===== config.mk =====
export PLATFORM = sky130hd
export DESIGN_NAME = seven_segment_scan_ctrl
export DESIGN_NICKNAME = d
export VERILOG_FILES = /design/src/rtl/seven_segment_scan_ctrl.sv
export SDC_FILE = /design/constraint.sdc
export NUM_CORES = 1
export LEC_CHECK = 0
export CAP_MARGIN = 40
export CORE_AREA = 2 2 75 77
export CTS_CLUSTER_SIZE = 30
export DETAILED_ROUTE_END_ITERATION = 8
export DIE_AREA = 0 0 77 79
export PLACE_DENSITY = 0.89
export SLEW_MARGIN = 20
export SYNTH_ARGS = -nofsm -noshare
export SYNTH_HDL_FRONTEND = slang
export SYNTH_SLANG_ARGS = --single-unit

===== constraint.sdc =====
create_clock -name clk -period 2.81 [get_ports clk]
set_input_delay 0.7025 -clock clk [delete_from_list [all_inputs] [get_ports clk]]
set_output_delay 0.7025 -clock clk [all_outputs]
set_load 0.02 [all_outputs]

===== src/rtl/seven_segment_scan_ctrl.sv =====
// Time-multiplexed scan controller for a multi-digit seven-segment display.
// New values wait in a shadow register and are committed at frame boundaries.
module seven_segment_scan_ctrl #(
    parameter int NUM_DIGITS = 4,
    parameter int DWELL      = 1000,
    parameter int GAP        = 2
) (
    input  logic                    clk,
    input  logic                    rst_n,
    input  logic                    ena,
    input  logic                    lz_blank,
    input  logic                    ld_valid,
    input  logic [4*NUM_DIGITS-1:0] ld_data,
    output logic                    ld_ready,
    output logic [3:0]              nibble_out,
    output logic [NUM_DIGITS-1:0]   dig_sel,
    output logic                    frame_done
);

    localparam int CMAX = (DWELL > GAP) ? DWELL : GAP;
    localparam int CW   = $clog2(CMAX + 1);
    localparam int IW   = $clog2(NUM_DIGITS);

    localparam logic [CW-1:0] DWELL_LAST = CW'(DWELL - 1);
    localparam logic [CW-1:0] GAP_LAST   = CW'((GAP > 0) ? GAP - 1 : 0);
    localparam logic [IW-1:0] IDX_LAST   = IW'(NUM_DIGITS - 1);

    typedef enum logic [1:0] {
        S_IDLE,
        S_SHOW,
        S_GAP
    } state_e;

    state_e                  state_q, state_d;
    logic [IW-1:0]           idx_q, idx_d;
    logic [CW-1:0]           cnt_q, cnt_d;
    logic [NUM_DIGITS-1:0]   dig_sel_q, dig_sel_d;
    logic [3:0]              nibble_q, nibble_d;
    logic                    frame_done_q, frame_done_d;
    logic [4*NUM_DIGITS-1:0] disp_q, disp_d;
    logic [4*NUM_DIGITS-1:0] shadow_q, shadow_d;
    logic                    pend_q, pend_d;

    logic                    boundary;
    logic [IW-1:0]           idx_next;
    logic [NUM_DIGITS-1:0]   blank_v;

    assign idx_next = (idx_q == IDX_LAST) ? '0 : idx_q + 1'b1;

    // Wrap edge from the last slot of the top digit back to digit 0.
    assign boundary = ena && (idx_q == IDX_LAST) &&
                      ((state_q == S_SHOW && cnt_q == DWELL_LAST && GAP == 0) ||
                       (state_q == S_GAP && cnt_q == GAP_LAST));

    always_comb begin
        shadow_d = shadow_q;
        pend_d   = pend_q;
        disp_d   = disp_q;
        if (pend_q && (state_q == S_IDLE || boundary)) begin
            disp_d = shadow_q;
            pend_d = 1'b0;
        end else if (ld_valid && !pend_q) begin
            shadow_d = ld_data;
            pend_d   = 1'b1;
        end
    end

    // Blank digit i when every nibble from i upward is zero; digit 0 never.
    always_comb begin
        logic all_zero;
        all_zero = 1'b1;
        blank_v  = '0;
        for (int i = NUM_DIGITS - 1; i >= 1; i--) begin
            all_zero   = all_zero && (disp_d[4*i +: 4] == 4'h0);
            blank_v[i] = lz_blank && all_zero;
        end
    end

    always_comb begin
        logic show;
        state_d      = state_q;
        idx_d        = idx_q;
        cnt_d        = cnt_q;
        dig_sel_d    = dig_sel_q;
        nibble_d     = nibble_q;
        frame_done_d = boundary;
        show         = 1'b0;
        unique case (state_q)
            S_IDLE: begin
                idx_d     = '0;
                cnt_d     = '0;
                dig_sel_d = '0;
                if (ena) begin
                    state_d = S_SHOW;
                    show    = 1'b1;
                end
            end
            S_SHOW: begin
                if (!ena) begin
                    state_d   = S_IDLE;
                    idx_d     = '0;
                    cnt_d     = '0;
                    dig_sel_d = '0;
                end else if (cnt_q == DWELL_LAST) begin
                    cnt_d = '0;
                    if (GAP > 0) begin
                        state_d   = S_GAP;
                        dig_sel_d = '0;
                    end else begin
                        idx_d = idx_next;
                        show  = 1'b1;
                    end
                end else begin
                    cnt_d = cnt_q + 1'b1;
                end
            end
            S_GAP: begin
                if (!ena) begin
                    state_d   = S_IDLE;
                    idx_d     = '0;
                    cnt_d     = '0;
                    dig_sel_d = '0;
                end else if (cnt_q == GAP_LAST) begin
                    state_d = S_SHOW;
                    cnt_d   = '0;
                    idx_d   = idx_next;
                    show    = 1'b1;
                end else begin
                    cnt_d = cnt_q + 1'b1;
                end
            end
            default: begin
                state_d   = S_IDLE;
                idx_d     = '0;
                cnt_d     = '0;
                dig_sel_d = '0;
            end
        endcase
        if (show) begin
            dig_sel_d = blank_v[idx_d] ? '0 : (NUM_DIGITS'(1) << idx_d);
            nibble_d  = disp_d[4*idx_d +: 4];
        end
    end

    always_ff @(posedge clk or negedge rst_n) begin
        if (!rst_n) begin
            state_q      <= S_IDLE;
            idx_q        <= '0;
            cnt_q        <= '0;
            dig_sel_q    <= '0;
            nibble_q     <= '0;
            frame_done_q <= 1'b0;
            disp_q       <= '0;
            shadow_q     <= '0;
            pend_q       <= 1'b0;
        end else begin
            state_q      <= state_d;
            idx_q        <= idx_d;
            cnt_q        <= cnt_d;
            dig_sel_q    <= dig_sel_d;
            nibble_q     <= nibble_d;
            frame_done_q <= frame_done_d;
            disp_q       <= disp_d;
            shadow_q     <= shadow_d;
            pend_q       <= pend_d;
        end
    end

    assign ld_ready   = !pend_q;
    assign nibble_out = nibble_q;
    assign dig_sel    = dig_sel_q;
    assign frame_done = frame_done_q;

endmodule


; Yosys cells after proc, flatten, opt, wreduce, memory -nomap -nowiden
; Index checks and enable logic that the tools add are counted.
[op_classes]
eq_ne = 10
order_cmp = 1
add_sub_neg = 2
reduce_logical = 20
n_bitwise = 1
shifts = 2
n_mux = 31
[op_table]
columns = operator, count
row1 = $mux 10, 4
row2 = $mux 4, 5
row3 = $pmux 10 s2, 1
row4 = $mux 2, 9
row5 = $mux 16, 1
row6 = $shiftx 16x5->4, 1
row7 = $logic_not 4->1, 3
row8 = $add 10x1->10 const B, 1
row9 = $eq 10x1->1 const B, 1
row10 = $eq 10x10->1 const B, 1
row11 = $logic_and 1x1->1, 10
row12 = $ne 3x2->1 const B, 3
row13 = $pmux 4 s2, 1
row14 = $mux 1, 6
row15 = $pmux 2 s3, 1
row16 = $eq 2x2->1 const B, 2
row17 = $ne 4x2->1 const B, 1
row18 = $pmux 2 s2, 1
row19 = $reduce_and 2->1, 2
row20 = $shl 1x2->4 const A, 1
row21 = $lt 2x3->1 const B, 1
row22 = $reduce_and 3->1, 1
row23 = $add 2x1->2 const B, 1
row24 = $bmux 1 s2, 1
row25 = other kinds (8), 8
[totals]
ff_bits = 56
input_bits = 21
elab_cells = 76
out_inout_bits = 10

; Longest topological paths before layout
; Gate-level depths: netlist (run 1).
[logic_depth]
depth_word = 14
depth_mapped = 9
depth_no_buf = 9

; Worst setup path before layout (run 1)
; OpenSTA, ideal clock, no wires.
[synth_path]
path_kind = input to register
startpoint = input ena
endpoint = register nibble_q[0], in the netlist nibble_out[0]
stages = 8
required_time_ns = 2.684
arrival_time_ns = 2.320
setup_ns = 0.126
n_path_buf = 1
path_slack_ns = 0.364
path_cell_list = clkbuf_1 nand3_1 a31oi_4 o21ai_4 inv_4 mux2_4 o211a_1 a221o_1
[synth_between]
elab_cells_between_ends = 12
cone_classes = shift (1) / mux (7) / reduce/logical (4)
[synth_rtl]
columns = element, line_no
row1 = "start, declared", 10  ; input logic ena,
row2 = "$mux 2, on equally long branches", "118, 99"
row3 = $pmux 2 s2 (*), 88  ; unique case (state_q)
row4 = via idx_d[0], 35  ; logic [IW-1:0] idx_q, idx_d;
row5 = $shiftx 16x5->4 (*), 141  ; nibble_d = disp_d[4*idx_d +: 4];
row6 = "end signal, assigned", 161  ; nibble_q <= nibble_d;
row7 = "end, declared", 38  ; logic [3:0] nibble_q, nibble_d;
; Mark *: on every way through the listed nets, which the timed path passes. The rest lies on a longest branch.
; A chain may end at the register's enable or synchronous reset.

; Worst setup path after layout (run 1)
; Same ends and word-level chain as after synthesis.

==> out/metrics.cfg, run 1 <==
[run_status]
status=complete, no violations

[synth]
synth_area_leader_cell=dfrtp_1
synth.area.top_cells=dfrtp_1 (49%), nand2_1 (6.7%), mux2_2 (6.7%)
synth_cell_types=45
async_flop_share_pct=100
yosys_warnings=0
synth_area_per_cell_um2=10.5
yosysMostFrequentCell=dfrtp_1
synthesis.nets=300
synth-main-ff-cell=dfrtp_1
synth_edf_count=0
syn_inst=272
synthesis.area_um2=2860
yosys.area.top_type_share_pct=49.0
synth-seq-area-share_pct=49.0
synth_seq_cells=56
synthTopCellsByCount=dfrtp_1 (56), nand2_1 (51), nor2_1 (19), mux2_2 (17), mux2i_1 (14)

[sta]
setup_violations=0
fmax_mhz=388
slew_headroom_pct=60.9
worst_pin_slew_ns=0.587
final-max-slew-violation-count=0
hold_viol_final=0
fin_ws_ns=0.232
hold_ws_ns=0.392
fin_skew_ns=0.00725
rsz0062_at_grt=no
period_minus_slack_ns=2.58
fin_crit_sh_pct=91.8

[placed_design]
dpl_cell_area_um2=3340
numPortBuffers=30
dp_hpwl_um=4620
preCtsSetupSlack_ns=-0.0608
placed_cells=381
gp_congestion=0.894

[clock_network]
clock-sinks=56
cts_setup_buffers=0
cts_hold_repair.buffers=0
cts.repair.resized=0
path_clk_slew_ns=0.10
worstSkewPairLatency_ns=0.30
numCtsBuffers=5
cts_htree_levels=2
clock-root-buffer=clkbuf_8
cts_max_path_buffers=2
cts_tree=built

[route]
vias=2254
firstDrtPassIters=4
avgRoutedWirePerCell_um=15.7
drc_errors=0
drt_iter0_markers=146
antenna_left=0
via_per_inst=5.79
routed_wl_um=6100

[worst_setup_path]
worstSetupPathType=in -> reg
worst_setup_path_start_kind=input port
arrival_ns=2.77
crit_required_ns=3.00
cp_max_fo=5
crit_path_end_kind=register

[global_routing]
grt_pass1_wl_um=10800
grt_pass1_vias=2268
grt_max_degree=32
grt_antenna_before_repair=0
grt_use_total_pct=22.1
grt_remaining_overflow=0

[floorplan]
die_y_um=79
die-area_um2=6080
ios=31
initial_utilization_pct=53.6
coreArea_um2=5340
die_w_um=77
rows=27

[final_layout]
stdcell_area_um2=3450
final_nets=344
areaGrowthSynthToFinish_pct=20.6
drive_above_1_share_pct=16.7
fillers=442
num_antenna_cells=0
final_cells=389

[power_and_ir_drop]
irDropWorstVdd_uv=577
power_density_nw_per_um2=928
finalPower_w=0.00320
leakagePower_nw=1.61

[run]
drv_cap=0

[worst_hold_path]
hold_class=in -> async

kinds of logic (layout without fill, tap and decap cells):
kind of cell / after synthesis / after routing / synth area share (%)
mux: 34 / 34 / 13.2
simple gates: 105 / 105 / 17.8
xor+xnor: 8 / 8 / 2.45
fa+ha+maj: 7 / 7 / 3.06
flops: 56 / 56 / 49.0
buf+inv: 21 / 66 / 2.93
compound gates: 41 / 41 / 11.7
layout by cell type, fill, tap and decap left out, types with 3 or more instances in the layout:
master	netlist	final
nor4_1	5	5
nand4_1	4	4
mux2_2	17	17
and3_1	5	5
clkbuf_8	0	5
dfrtp_1	56	56
a21oi_1	4	4
buf_4	0	15
inv_1	11	11
a221o_1	4	4
o21ai_0	5	5
clkdlybuf4s50_1	0	29
ha_1	7	7
mux2_4	3	3
o211a_1	3	3
o211ai_1	11	11
nand3_1	6	6
mux2i_1	14	14
nand2_1	51	51
xnor2_1	7	7
nor2_1	19	19
report_power, final:
group	internal, W	total [W]	switching [W]
Clock	0.000265	0.000512	0.000247
Sequential	0.00110	0.00138	0.000283
Combinational	0.000627	0.00131	0.000678
Total	0.00199	0.00320	0.00121
per-layer routing:
metal  up-vias  wire, um  GRT usage, %
met3        14       305          3.64
met2        75      3060          38.6
met4         0       126          7.14
met5         -         0             0
li1       1054         -             -
met1      1111      2610          28.4
stage by stage:
step	setup TNS (ns)	util [%]
after floorplan	0	-
after global placement	-0.0551	62.6
after detailed placement	-0.241	62.6
after CTS	0	64.7
after global routing	0	64.7
final	0	64.7
area by class of cell:
class,instances,area (um^2),area share (%)
clock inverter,2,35.0,1.02
tap,72,90.1,2.61
timing repair buffer,46,428,12.4
multi-input combinational,195,1380,39.9
clock buffer,6,72.6,2.10
inverter,12,47.5,1.38
sequential,56,1400,40.6
worst max-delay path, stage by stage:
cell and delay (ns):
clkdlybuf4s50_1 0.54, nor4bb_1 0.31, a41o_2 0.28, o21ai_4 0.07, inv_4 0.10, mux2_4 0.31
o211a_1 0.21, a221o_1 0.25
registers in the layout, summed over array words and instances, names as in the netlist:
name        flops
idx_q           2
nibble_out      4
disp_q         16
state_q         2
dig_sel         4
cnt_q          10
shadow_q       16
pend_q          1
frame_done      1
final timing paths:
check | slack [ns] | cells past startpoint | endpoint | from
worst max-delay path | 0.23 | 8 | nibble_out[0] | ena
worst min-delay path | 0.39 | 1 | shadow_q[8] | rst_n
worst max register to register | 0.38 | 9 | nibble_out[0] | cnt_q[1]
worst min register to register | 0.49 | 2 | dig_sel[2] | dig_sel[2]
max in group asynchronous | 1.86 | 2 | cnt_q[8] | rst_n
min in group clk | 0.49 | 2 | dig_sel[2] | dig_sel[2]
(Power assumes the default switching activity.)
==> run 2, diff against run 1 <==
- PLACE_DENSITY: 0.89 -> 0.81
==> run 2 against run 1 <==
Die area stayed put. Global-route usage decreased by 0.71 points. Critical path depth is the same. Final area is 0.47% higher. Utilization grew 0.30 points. Worst hold slack worse by 0.22 ns. Flip-flop and latch count unchanged. Count of clock-buffer cells in the layout fell by 1. Sequential power barely moved. Cell count did not move. Clock skew rose by 0.0012 ns. Fmax decreased by 0.41%.
==> out/metrics.cfg, run 2 (same netlist as run 1, synthesis figures left out) <==
[run_status]
status=complete, no violations

[worst_setup_path]
crit_path_end_kind=register
cp_max_fo=10
worstSetupPathType=in -> reg
crit_family=compound AO/OA/AOI/OAI gates
cp_cell_sequence=clkdlybuf4s50_1 > nor4bb_1 > a41o_2 > buf_4 > nor2_4 > or3_1 > a221oi_1 > o21ai_1
max_stage_delay_ns=0.53
arrival_ns=2.78
crit_required_ns=3.00
critical_path_buf_inv_count=2
cp_slowest_cell=clkdlybuf4s50_1
worst_setup_path_start_kind=input port

[clock_network]
path_clk_slew_ns=0.10
clock-sinks=56
clock-root-buffer=clkbuf_8
cts.repair.resized=0
cts_htree_levels=2
cts_setup_buffers=0
worstSkewPairLatency_ns=0.31
numCtsBuffers=5
cts_max_path_buffers=2
cts_hold_repair.buffers=0
cts_tree=built

[sta]
fin_setup_tns_ns=0
hold_viol_final=0
setup_violations=0
slew_headroom_pct=65.1
period_minus_slack_ns=2.59
final-max-slew-violation-count=0
fmax_mhz=386
fin_skew_ns=0.00846
fin_crit_sh_pct=92.1
rsz0062_at_grt=no
worst_pin_slew_ns=0.520

[global_routing]
met1_usage_pct=27.8
grt_antenna_before_repair=0
grt_remaining_overflow=0
use_met3_pct=3.75
grt_pass1_vias=2198
grt_max_degree=33
top_usage_layer=met2
grt_use_total_pct=21.4
met2_usage_pct=36.9
grt_pass1_wl_um=10300

[worst_hold_path]
hold_class=in -> async

[final_layout]
stdcell_area_um2=3470
num_antenna_cells=0
final_cells=389
reg.largest.list=disp_q x16, shadow_q x16, cnt_q x10
areaGrowthSynthToFinish_pct=21.2
layout_commonest_cell=dfrtp_1
final_util_pct=65.0
final_nets=345
drive_above_1_share_pct=17.0
layout_common_cells=dfrtp_1 (56), nand2_1 (51), clkdlybuf4s50_1 (29)

[floorplan]
initial_utilization_pct=53.6
die_w_um=77
die_y_um=79
rows=27
die-area_um2=6080
ios=31
coreArea_um2=5340

[route]
via_per_inst=5.62
drt_iter0_markers=157
antenna_left=0
firstDrtPassIters=4
drc_errors=0
vias=2187
avgRoutedWirePerCell_um=15.2
routed_wl_um=5930

[power_and_ir_drop]
power_density_nw_per_um2=945
finalPower_w=0.00328
leakagePower_nw=1.62
irDropWorstVdd_uv=510

[run]
drv_cap=0

[placed_design]
gp_congestion=0.968
placed_cells=382
numPortBuffers=30
dpl_cell_area_um2=3340
dp_hpwl_um=4500

[run 2: path summary, 6_finish.rpt]
path,slack [ns],startpoint,to,cells after the start
min in group clk,0.48,dig_sel[2],dig_sel[2],2
worst min-delay path,0.17,rst_n,cnt_q[8],1
worst max register to register,0.35,state_q[0],nibble_out[2],9
worst min register to register,0.48,dig_sel[2],dig_sel[2],2
max in group asynchronous,2.04,rst_n,disp_q[12],2
worst max-delay path,0.22,ena,dig_sel[1],8
[run 2: area by class of cell]
class                      count  area, um^2
clock buffer                   5        68.8
timing repair buffer          47         423
multi-input combinational    195        1380
clock inverter                 2        60.1
tap                           72        90.1
inverter                      12        47.5
fill                         434        1870
sequential                    56        1400
[run 2: layer usage]
layer / vias up / routed length, um
li1: 1053 / -
met1: 1069 / 2670
met2: 58 / 2920
met3: 7 / 263
met4: 0 / 80
met5: - / 0
[run 2: report_power, final]
group / leakage, nW / switching [W] / internal [W]
combinational: 0.842 / 0.000661 / 0.000634
sequential: 0.709 / 0.000277 / 0.00110
clock: 0.0642 / 0.000255 / 0.000351
total: 1.62 / 0.00119 / 0.00209
[run 2: through the flow]
stage / worst slack, ns / hold WS [ns]
2_1_floorplan: 0.364 / 0.407
3_3_place_gp: -0.000101 / 0.457
3_5_place_dp: -0.0253 / 0.468
4_1_cts: 0.277 / 0.173
5_1_grt: 0.165 / 0.159
6_report: 0.221 / 0.175
